### src/rtl/seg_scan_ctrl.sv
// Four-digit multiplexed display scanner with blanking guard, frame-aligned
// double-buffered value update and optional leading-zero suppression.
module seg_scan_ctrl #(
    parameter int DIV_CYC   = 50000,
    parameter int BLANK_CYC = 8
) (
    input  logic        clk,
    input  logic        rst_n,
    input  logic        en,
    input  logic        load,
    input  logic [15:0] din,
    input  logic        lzs,
    output logic [3:0]  nibble,
    output logic [3:0]  an,
    output logic        pending,
    output logic        frame_done
);

    localparam int MAX_CYC = (DIV_CYC > BLANK_CYC) ? DIV_CYC : BLANK_CYC;
    localparam int CW      = (MAX_CYC > 1) ? $clog2(MAX_CYC) : 1;

    localparam logic [CW-1:0] DIV_LAST   = CW'(DIV_CYC - 1);
    localparam logic [CW-1:0] BLANK_LAST = CW'(BLANK_CYC - 1);

    localparam logic [1:0] IDLE  = 2'd0;
    localparam logic [1:0] BLANK = 2'd1;
    localparam logic [1:0] SHOW  = 2'd2;

    logic [1:0]    state;
    logic [1:0]    idx;
    logic [CW-1:0] cnt;
    logic [15:0]   shadow;
    logic [15:0]   display;

    logic [3:0]    digit;
    logic [15:0]   upper;
    logic          suppressed;
    logic          boundary;

    assign digit      = display[{idx, 2'b00} +: 4];
    assign upper      = display >> {idx, 2'b00};
    assign suppressed = lzs && (idx != 2'd0) && (upper == 16'h0000);
    assign boundary   = (state == SHOW) && (idx == 2'd3) && (cnt == DIV_LAST);
    assign frame_done = boundary && en;

    // NOTE: state registers use non-blocking assignments so every flop samples
    // pre-edge values; the later pending clear intentionally overrides the
    // earlier set unless a load arrives in the same cycle.
    always_ff @(posedge clk) begin
        if (!rst_n) begin
            state   <= IDLE;
            idx     <= 2'd0;
            cnt     <= '0;
            shadow  <= 16'h0000;
            display <= 16'h0000;
            pending <= 1'b0;
        end else begin
            if (load) begin
                shadow  <= din;
                pending <= 1'b1;
            end
            if (!en) begin
                state <= IDLE;
                idx   <= 2'd0;
                cnt   <= '0;
            end else begin
                case (state)
                    IDLE: begin
                        state <= BLANK;
                        idx   <= 2'd0;
                        cnt   <= '0;
                    end
                    BLANK: begin
                        if (cnt == BLANK_LAST) begin
                            state <= SHOW;
                            cnt   <= '0;
                        end else begin
                            cnt <= cnt + 1'b1;
                        end
                    end
                    SHOW: begin
                        if (cnt == DIV_LAST) begin
                            state <= BLANK;
                            cnt   <= '0;
                            idx   <= idx + 2'd1;
                            // Frame boundary: old shadow moves to display even
                            // when a new load lands on this same edge.
                            if (idx == 2'd3 && pending) begin
                                display <= shadow;
                                if (!load) pending <= 1'b0;
                            end
                        end else begin
                            cnt <= cnt + 1'b1;
                        end
                    end
                    default: begin
                        state <= IDLE;
                        idx   <= 2'd0;
                        cnt   <= '0;
                    end
                endcase
            end
        end
    end

    // NOTE: defaults first so every path assigns both outputs (no latches).
    always_comb begin
        an     = 4'hF;
        nibble = 4'h0;
        if (state != IDLE) nibble = digit;
        if (state == SHOW && !suppressed) an = ~(4'b0001 << idx);
    end

endmodule

### config.mk
export PLATFORM = sky130hd
export DESIGN_NAME = seg_scan_ctrl
export DESIGN_NICKNAME = d
export VERILOG_FILES = /design/src/rtl/seg_scan_ctrl.sv
export SDC_FILE = /design/constraint.sdc
export NUM_CORES = 1
export LEC_CHECK = 0
export BUFFER_PORTS_ARGS = -buffer_cell sky130_fd_sc_hd__buf_2
export CAP_MARGIN = 20
export CORE_MARGIN = 10
export CORE_UTILIZATION = 44
export DETAILED_ROUTE_END_ITERATION = 8
export PLACE_DENSITY = 0.68
export RECOVER_POWER = 25
export SLEW_MARGIN = 5
export SYNTH_ARGS = -nofsm -noshare
export SYNTH_HDL_FRONTEND = slang
export SYNTH_SLANG_ARGS = --single-unit
export TNS_END_PERCENT = 1
### constraint.sdc
create_clock -name clk -period 4.8 [get_ports clk]
set_input_delay 0.48 -clock clk [delete_from_list [all_inputs] [get_ports clk]]
set_output_delay 0.48 -clock clk [all_outputs]
set_load 0.01 [all_outputs]
==> reports/qor.csv, run 1 <==
metric,value,unit
insertion delay to the later sink of the worst-skew pair,0.31,ns
required time of the critical path,4.32,ns
number of maximum-capacitance violations,0,
Inst Count DP,367,
routed via count,2151,
part of the Yosys area used for sequential elements,0.4034,
hold buffers post-CTS,0,
placer congestion estimate,0.8232,
crit end category,output port,
Pins Over Slew Limit,0,
reg-to-reg critical path startpoint,state[0],
final clock period utilization by the worst path,0.6553,
number of iterations in the first detailed-routing pass,4,
worst hold-check path type,in -> reg,
cells after synthesis,285,
# DRC,0,
fraction of layout cells with a size suffix above 1,0.1405,
post-detailed-route via-to-cell ratio,5.751,
highest clock frequency the design can meet,0.3179,GHz
"critical path, cell by cell",inv_1 -> ha_1 -> nand2b_1 -> a2111oi_2 -> or4b_4 -> o211ai_1 -> buf_2,
final-layout setup total negative slack,0,ns
number of setup violations in the final report,0,
source of the worst hold timing path,din[9],
reg2reg setup slack,2.52,ns
ratio of total power to cell area,261.5,nW/µm²
count of endpoints failing hold in the final timing report,0,
number of global-route vias before repair,2114,
I/O pins,31,
routed wirelength normalized by instance count,15.47,µm
Die Y,97.32,µm
Avg Synthesized Cell Area,9.228,µm²
Synth warnings,0,
Final Core Density,0.4882,
maximum root-to-sink buffer count,2,
worst clock skew on the final layout,0.01094,ns
headroom to the max-slew limit,0.3733,
distinct cell type count after synthesis,41,
endpoint arrival time on the critical path,2.67,ns
initial standard-cell utilization of the core,0.4495,
status,"complete, no violations",
clock tree from TritonCTS,yes,
setup fix buffers added after clock tree synthesis,0,
largest fanout on the critical path,11,
post-synthesis sequential element count,53,
syn nets,315,
filler-free cell count of the finished design,374,
antenna diode instance count,0,
combined global-route utilization of all metal layers,0.1241,
cell depth of the worst min-delay path,3,
number of buffers inserted by port buffering,30,
horizontal die dimension,97.32,µm
netlist area before placement,2630,µm²
1st-iter DRT viols,63,
total number of clock tree sinks,53,
kind of start point of the critical path,flip-flop,
number of antenna violations at the first check in global routing,0,
total number of H-tree levels,2,
Clock transition at path regs,0.09,ns
area of the core,5851,µm²
routed wire length,5787,µm
"commonest non-fill, non-tap cells in the layout","sky130_fd_sc_hd__dfxtp_1, sky130_fd_sc_hd__buf_2, sky130_fd_sc_hd__nand4_1",
largest net degree at the start of global routing,33,
leakage power total,0.001035,µW
total half-perimeter wirelength after legalization and detailed placement,4167,µm
maximum ir drop on the vdd rail,0.1919,mV
Num CTS Buffers,5,
final critical path time including I/O delays and setup,3.145,ns
Resized cells post-CTS,0,
Die Outline Area,9470,µm²
first-pass GRT wire length,10180,µm
worst-case reg-to-reg path depth,5,
number of nets in the finished design,329,
grt total ovfl,0,
Row Count,28,
reg2reg end,display[0],
CP Class,reg -> out,
highest cell delay on the worst timing path,0.61,ns
cell with the largest stage delay on the worst path,sky130_fd_sc_hd__dfxtp_1,
count of nets left with antenna violations after detail routing,0,
pin slew with the least headroom to its limit,0.9390,ns
power after layout,747.0,µW
terminating pin of the worst hold path,shadow[9],
Clock Tree Root,sky130_fd_sc_hd__clkbuf_8,
setup repair after global routing missed its margin,no,
most common library cell in the layout ignoring fill and taps,sky130_fd_sc_hd__dfxtp_1,
area grow syn2layout,8.611,%
## state kept, by name, indices dropped and copies added, names as in the netlist
signal / flops
state: 2
display: 16
idx: 2
cnt: 16
pending: 1
shadow: 16
## worst max path at each step
stage | startpoint | end | slack, ns | cells after the start
2_1_floorplan | idx[1] | an[1] | 2.29 | 7
3_3_place_gp | idx[0] | an[1] | 2.05 | 7
3_5_place_dp | idx[0] | an[2] | 2.00 | 7
4_1_cts | idx[0] | an[2] | 1.65 | 7
5_1_grt | idx[0] | an[1] | 1.45 | 7
6_report | idx[0] | an[2] | 1.65 | 7
## metrics by stage
| step | area (µm²) | setup slack (ns) | hold WS [ns] |
|---|---|---|---|
| 2_1_floorplan | 2630 | 2.290 | 0.4234 |
| 3_3_place_gp | 2776 | 2.054 | 0.4318 |
| 3_5_place_dp | 2776 | 2.002 | 0.4468 |
| 4_1_cts | 2858 | 1.655 | 0.3966 |
| 5_1_grt | 2856 | 1.449 | 0.4042 |
| 6_report | 2856 | 1.655 | 0.3995 |
## report_power, final
| group | internal (µW) | switching, µW | leakage [µW] | total (µW) |
|---|---|---|---|---|
| clock | 101 | 145 | 0.0000412 | 247 |
| combinational | 18.3 | 25.3 | 0.000563 | 43.6 |
| sequential | 449 | 8.30 | 0.000431 | 457 |
## cell families (layout without fill, tap and decap cells)
group,Yosys count,in the layout,synth area share
simple gates,110,110,0.2374
flops,53,53,0.4034
compound gates,48,48,0.1213
buf+inv,30,44,0.04709
mux,23,23,0.1080
xor+xnor,12,12,0.03997
fa+ha+maj,9,9,0.04282
## area by class of cell
cell class / instances / area [µm²]
flip-flops and latches: 53 / 1061
repair buffers: 30 / 148.9
fillers: 554 / 2994
clock inverters: 1 / 8.758
clock buffers: 6 / 72.57
well taps: 75 / 93.84
inverters: 7 / 26.28
multi-input cells: 202 / 1445
## critical path, delay by kind of cell, from the launching register on
family,cells,cell delay (ns)
compound gates,2,0.48
buf+inv,2,0.35
fa+ha+maj,1,0.25
simple gates,2,0.66
flops,1,0.61
## per-layer routing
layer | wire, µm | track usage
met4 | 85 | 0.03803
met2 | 2737 | 0.1934
met1 | 2718 | 0.1576
met5 | 0 | 0
met3 | 246 | 0.04125
## synth_stat cells, drive strengths merged
cell	number	area share
nor3	16	0.030
o211ai	3	0.0086
inv	6	0.0086
a21oi	20	0.038
o31ai	17	0.049
buf	6	0.012
nand4b	1	0.0033
nor4	3	0.0071
xor2	9	0.030
nor2	20	0.029
and3	3	0.0071
ha	9	0.043
and4b	1	0.0038
nand4	24	0.057
and2	2	0.0048
and4bb	1	0.0048
nor4bb	1	0.0038
or3	3	0.0071
clkinv	1	0.0014
mux2i	19	0.072
nand3	7	0.013
nor3b	1	0.0029
a2111oi	1	0.0057
or4	2	0.0057
xnor2	3	0.010
nor2b	5	0.012
o21ai	2	0.0038
or4b	1	0.0052
a211oi	2	0.0057
and4	6	0.020
a2bb2oi	1	0.0057
mux4	4	0.036
nand2b	2	0.0048
nand2	11	0.016
o21a	1	0.0029
o22ai	1	0.0024
dfxtp	53	0.40
clkbuf	17	0.025
Note: power is estimated with default switching activity, not from simulation.
==> run 2, diff against run 1 <==
==> constraint.sdc (replaced) <==
create_clock -name clk -period 3.2 [get_ports clk]
set_input_delay 0.32 -clock clk [delete_from_list [all_inputs] [get_ports clk]]
set_output_delay 0.32 -clock clk [all_outputs]
set_load 0.01 [all_outputs]
==> run 2 against run 1 <==
Critical path type unchanged. Clock power grew 96%. Final cell count grew 0.80%. Sequential share of layout area shrank 0.67 points. Die area is the same. Flip-flop and latch count is the same. Utilization grew 0.90 points. Non-clock buffer count grew 2. Largest cell class unchanged. Total power grew 65%. Combinational power grew 52%. Largest power group unchanged.
==> reports/qor.csv, run 2 (synthesis gave the netlist of run 1 again) <==
metric,value,unit
routed via count,2182,
Die Y,97.32,µm
cell depth of the worst min-delay path,3,
routed wire length,5975,µm
worst-case reg-to-reg path depth,4,
post-detailed-route via-to-cell ratio,5.788,
worst hold-check path type,in -> reg,
antenna diode instance count,0,
status,"complete, no violations",
insertion delay to the later sink of the worst-skew pair,0.32,ns
count of nets left with antenna violations after detail routing,0,
final-layout setup total negative slack,0,ns
pin slew with the least headroom to its limit,0.9458,ns
largest net degree at the start of global routing,33,
Pins Over Slew Limit,0,
DP Worst Slack,0.7493,ns
leakage power total,0.001064,µW
kind of start point of the critical path,flip-flop,
number of maximum-capacitance violations,0,
number of setup violations in the final report,0,
endpoint arrival time on the critical path,2.48,ns
number of nets in the finished design,331,
number of iterations in the first detailed-routing pass,4,
Resized cells post-CTS,0,
hold buffers post-CTS,0,
combined global-route utilization of all metal layers,0.1278,
number of global-route vias before repair,2101,
setup fix buffers added after clock tree synthesis,0,
headroom to the max-slew limit,0.3688,
maximum ir drop on the vdd rail,0.3014,mV
area grow syn2layout,10.61,%
clock tree from TritonCTS,yes,
area of the core,5851,µm²
required time of the critical path,2.88,ns
total half-perimeter wirelength after legalization and detailed placement,4222,µm
fraction of layout cells with a size suffix above 1,0.1523,
Hold Slack,0.2203,ns
routed wirelength normalized by instance count,15.85,µm
CP Class,reg -> out,
Die Outline Area,9470,µm²
initial standard-cell utilization of the core,0.4495,
worst clock skew on the final layout,0.008606,ns
ratio of total power to cell area,424.6,nW/µm²
maximum root-to-sink buffer count,2,
largest registers in the final layout,"cnt x16, display x16, shadow x16",
total number of clock tree sinks,53,
number of buffers inserted by port buffering,30,
most common library cell in the layout ignoring fill and taps,sky130_fd_sc_hd__dfxtp_1,
setup repair after global routing missed its margin,no,
Row Count,28,
filler-free cell count of the finished design,377,
I/O pins,31,
Clock Tree Root,sky130_fd_sc_hd__clkbuf_8,
Clock transition at path regs,0.11,ns
Final Core Density,0.4972,
final critical path time including I/O delays and setup,2.800,ns
worst-case setup margin in the final layout,0.4001,ns
grt total ovfl,0,
Inst Count DP,369,
total number of H-tree levels,2,
# DRC,0,
placer congestion estimate,0.8241,
number of antenna violations at the first check in global routing,0,
crit end category,output port,
count of endpoints failing hold in the final timing report,0,
horizontal die dimension,97.32,µm
"commonest non-fill, non-tap cells in the layout","sky130_fd_sc_hd__dfxtp_1, sky130_fd_sc_hd__buf_2, sky130_fd_sc_hd__nand4_1",
final clock period utilization by the worst path,0.8750,
highest clock frequency the design can meet,0.3572,GHz
largest fanout on the critical path,9,
Num CTS Buffers,5,
1st-iter DRT viols,90,
first-pass GRT wire length,10280,µm
-- run 2: cell count changes in the layout (fill, tap and decap cells not counted) --
cell and delta:
sky130_fd_sc_hd__buf_4 +2, sky130_fd_sc_hd__inv_8 +1, sky130_fd_sc_hd__clkbuf_1 -1, sky130_fd_sc_hd__bufinv_16 +1
-- run 2: path summary, 6_finish.rpt --
check             startpoint     endpoint  slack (ns)
hold / removal       din[13]   shadow[13]        0.22
setup reg to reg      cnt[5]  display[13]        1.01
hold reg to reg       cnt[0]       cnt[0]        0.47
setup / recovery      idx[1]        an[3]        0.40
-- run 2: worst max-delay path, stage by stage, from the launching register on --
cell                        delay [ns]
sky130_fd_sc_hd__dfxtp_1          0.53
sky130_fd_sc_hd__inv_1            0.12
sky130_fd_sc_hd__ha_1             0.20
sky130_fd_sc_hd__nand2b_1         0.15
sky130_fd_sc_hd__a2111oi_2        0.30
sky130_fd_sc_hd__or4b_4           0.51
sky130_fd_sc_hd__o211ai_1         0.18
sky130_fd_sc_hd__buf_2            0.16
-- run 2: where the power goes --
part	switching, µW	internal [µW]
combinational	38.8	27.3
sequential	12.1	673
clock	244	240
total	295	940
-- run 2: per-layer routing --
metal,track usage,wire length [µm],vias up
met5,0,0,-
met4,0.03691,77,0
met3,0.04339,230,7
met2,0.1965,2773,37
met1,0.1650,2894,1046
li1,-,-,1092
-- run 2: layout make-up --
type                       count  area (µm²)
clock buffer                   5       68.82
tap                           75       93.84
clock inverter                 3       50.05
multi-input combinational    202        1445
fill                         555        2942
timing repair buffer          32       163.9
sequential                    53        1061
inverter                       7       26.28
-- run 2: metrics by stage --
step,area [µm²],total power (µW)
detailed placement,2791,767.2
global route,2909,1283
finish,2909,1235
floorplan,2630,743.7
global placement,2791,764.9
CTS,2910,1246
==> run 3, diff against run 2 <==
==> constraint.sdc (replaced) <==
create_clock -name clk -period 3.2 [get_ports clk]
set_input_delay 0.64 -clock clk [delete_from_list [all_inputs] [get_ports clk]]
set_output_delay 0.64 -clock clk [all_outputs]
set_load 0.01 [all_outputs]
==> run 3 against run 2 <==
Combinational power increased by 0.8%. Non-clock buffer count increased by 2. Largest power group unchanged. Count of clock-buffer cells in the layout unchanged. Final cell count increased by 0.53%.
==> reports/qor.csv, run 3 (synthesis gave the netlist of run 1 again) <==
metric,value,unit
status,"complete, no violations",
leakage power total,0.001056,µW
count of nets left with antenna violations after detail routing,0,
final clock period utilization by the worst path,0.9400,
worst hold-check path type,reg -> reg,
setup fix buffers added after clock tree synthesis,0,
maximum ir drop on the vdd rail,0.2506,mV
Die Outline Area,9470,µm²
placer congestion estimate,0.8515,
number of global-route vias before repair,2049,
maximum root-to-sink buffer count,2,
Pins Over Slew Limit,0,
routed wirelength normalized by instance count,15.42,µm
largest registers in the final layout,"cnt x16, display x16, shadow x16",
post-route design area,2904,µm²
fraction of layout cells with a size suffix above 1,0.1612,
first-pass GRT wire length,9942,µm
total half-perimeter wirelength after legalization and detailed placement,4141,µm
1st-iter DRT viols,101,
grt total ovfl,0,
Setup crit start,idx[0],
routed wire length,5843,µm
clock tree from TritonCTS,yes,
I/O pins,31,
required time of the critical path,2.56,ns
number of setup violations in the final report,0,
horizontal die dimension,97.32,µm
insertion delay to the later sink of the worst-skew pair,0.32,ns
final-layout setup total negative slack,0,ns
ratio of total power to cell area,397.2,nW/µm²
CP Class,reg -> out,
initial standard-cell utilization of the core,0.4495,
crit end category,output port,
highest clock frequency the design can meet,0.3325,GHz
Row Count,28,
total number of clock tree sinks,53,
Clock Tree Root,sky130_fd_sc_hd__clkbuf_8,
hold buffers post-CTS,0,
antenna diode instance count,0,
number of maximum-capacitance violations,0,
routed via count,2175,
Die Y,97.32,µm
most common library cell in the layout ignoring fill and taps,sky130_fd_sc_hd__dfxtp_1,
Area after DPL,2806,µm²
Hold Slack,0.4586,ns
final critical path time including I/O delays and setup,3.008,ns
number of antenna violations at the first check in global routing,0,
kind of start point of the critical path,flip-flop,
Num CTS Buffers,5,
largest fanout on the critical path,7,
largest net degree at the start of global routing,33,
total number of H-tree levels,2,
# DRC,0,
area grow syn2layout,10.42,%
combined global-route utilization of all metal layers,0.1211,
headroom to the max-slew limit,0.3699,
number of iterations in the first detailed-routing pass,4,
area of the core,5851,µm²
"commonest non-fill, non-tap cells in the layout","sky130_fd_sc_hd__dfxtp_1, sky130_fd_sc_hd__buf_2, sky130_fd_sc_hd__nand4_1",
pin slew with the least headroom to its limit,0.9441,ns
Clock transition at path regs,0.10,ns
setup repair after global routing missed its margin,no,
count of endpoints failing hold in the final timing report,0,
Resized cells post-CTS,1,
number of buffers inserted by port buffering,30,
source of the worst hold timing path,cnt[0],
worst clock skew on the final layout,0.004282,ns
endpoint arrival time on the critical path,2.37,ns
number of nets in the finished design,333,
post-detailed-route via-to-cell ratio,5.739,
reg-to-reg critical path startpoint,cnt[0],
run 3: cell types whose count changed in the layout (fill, tap and decap cells not counted), sizes merged:
cell      delta
bufinv       -1
clkinvlp     +2
buf          +2
clkinv       -1
run 3: per-stage QoR:
step	setup WS (ns)	power, µW	cells	utilization
floorplan	0.5302	743.7	285	-
finish	0.1921	1154	379	0.4964
CTS	0.1238	1164	379	0.4962
detailed placement	0.3429	766.8	371	0.4797
global route	0.04580	1199	379	0.4964
global placement	0.3850	765.1	371	0.4797
run 3: power by group:
part	switching, µW	internal [µW]
Combinational	39.2	27.4
Sequential	12.2	672
Clock	243	160
run 3: layout make-up:
type	count	area, µm²
clock buffer	5	68.82
clock inverter	3	26.28
fill	568	2947
inverter	7	26.28
multi-input combinational	202	1445
sequential	53	1065
tap	75	93.84
timing repair buffer	34	178.9
run 3: path summary, 6_finish.rpt:
path,slack (ns),cells past startpoint,to
setup / recovery,0.19,7,an[3]
setup reg to reg,1.10,5,state[0]
hold / removal,0.46,1,cnt[0]
hold reg to reg,0.46,1,cnt[0]
run 3: routing by layer:
layer  GRT usage  share of wire  vias to the layer above  routed length, µm
met4     0.03579          0.012                        0                 72
met3     0.03770          0.041                        9                242
met1      0.1550           0.49                     1031               2873
met5           0              0                        -                  0
met2      0.1898           0.45                       40               2655
li1            -              -                     1095                  -
run 3: critical path, stage by stage (launching register included):
cell and delay, ns:
sky130_fd_sc_hd__dfxtp_4 0.42, sky130_fd_sc_hd__inv_1 0.11, sky130_fd_sc_hd__ha_1 0.22, sky130_fd_sc_hd__nand2b_1 0.15, sky130_fd_sc_hd__a2111oi_2 0.32, sky130_fd_sc_hd__or4b_4 0.51
sky130_fd_sc_hd__o211ai_1 0.17, sky130_fd_sc_hd__buf_2 0.16
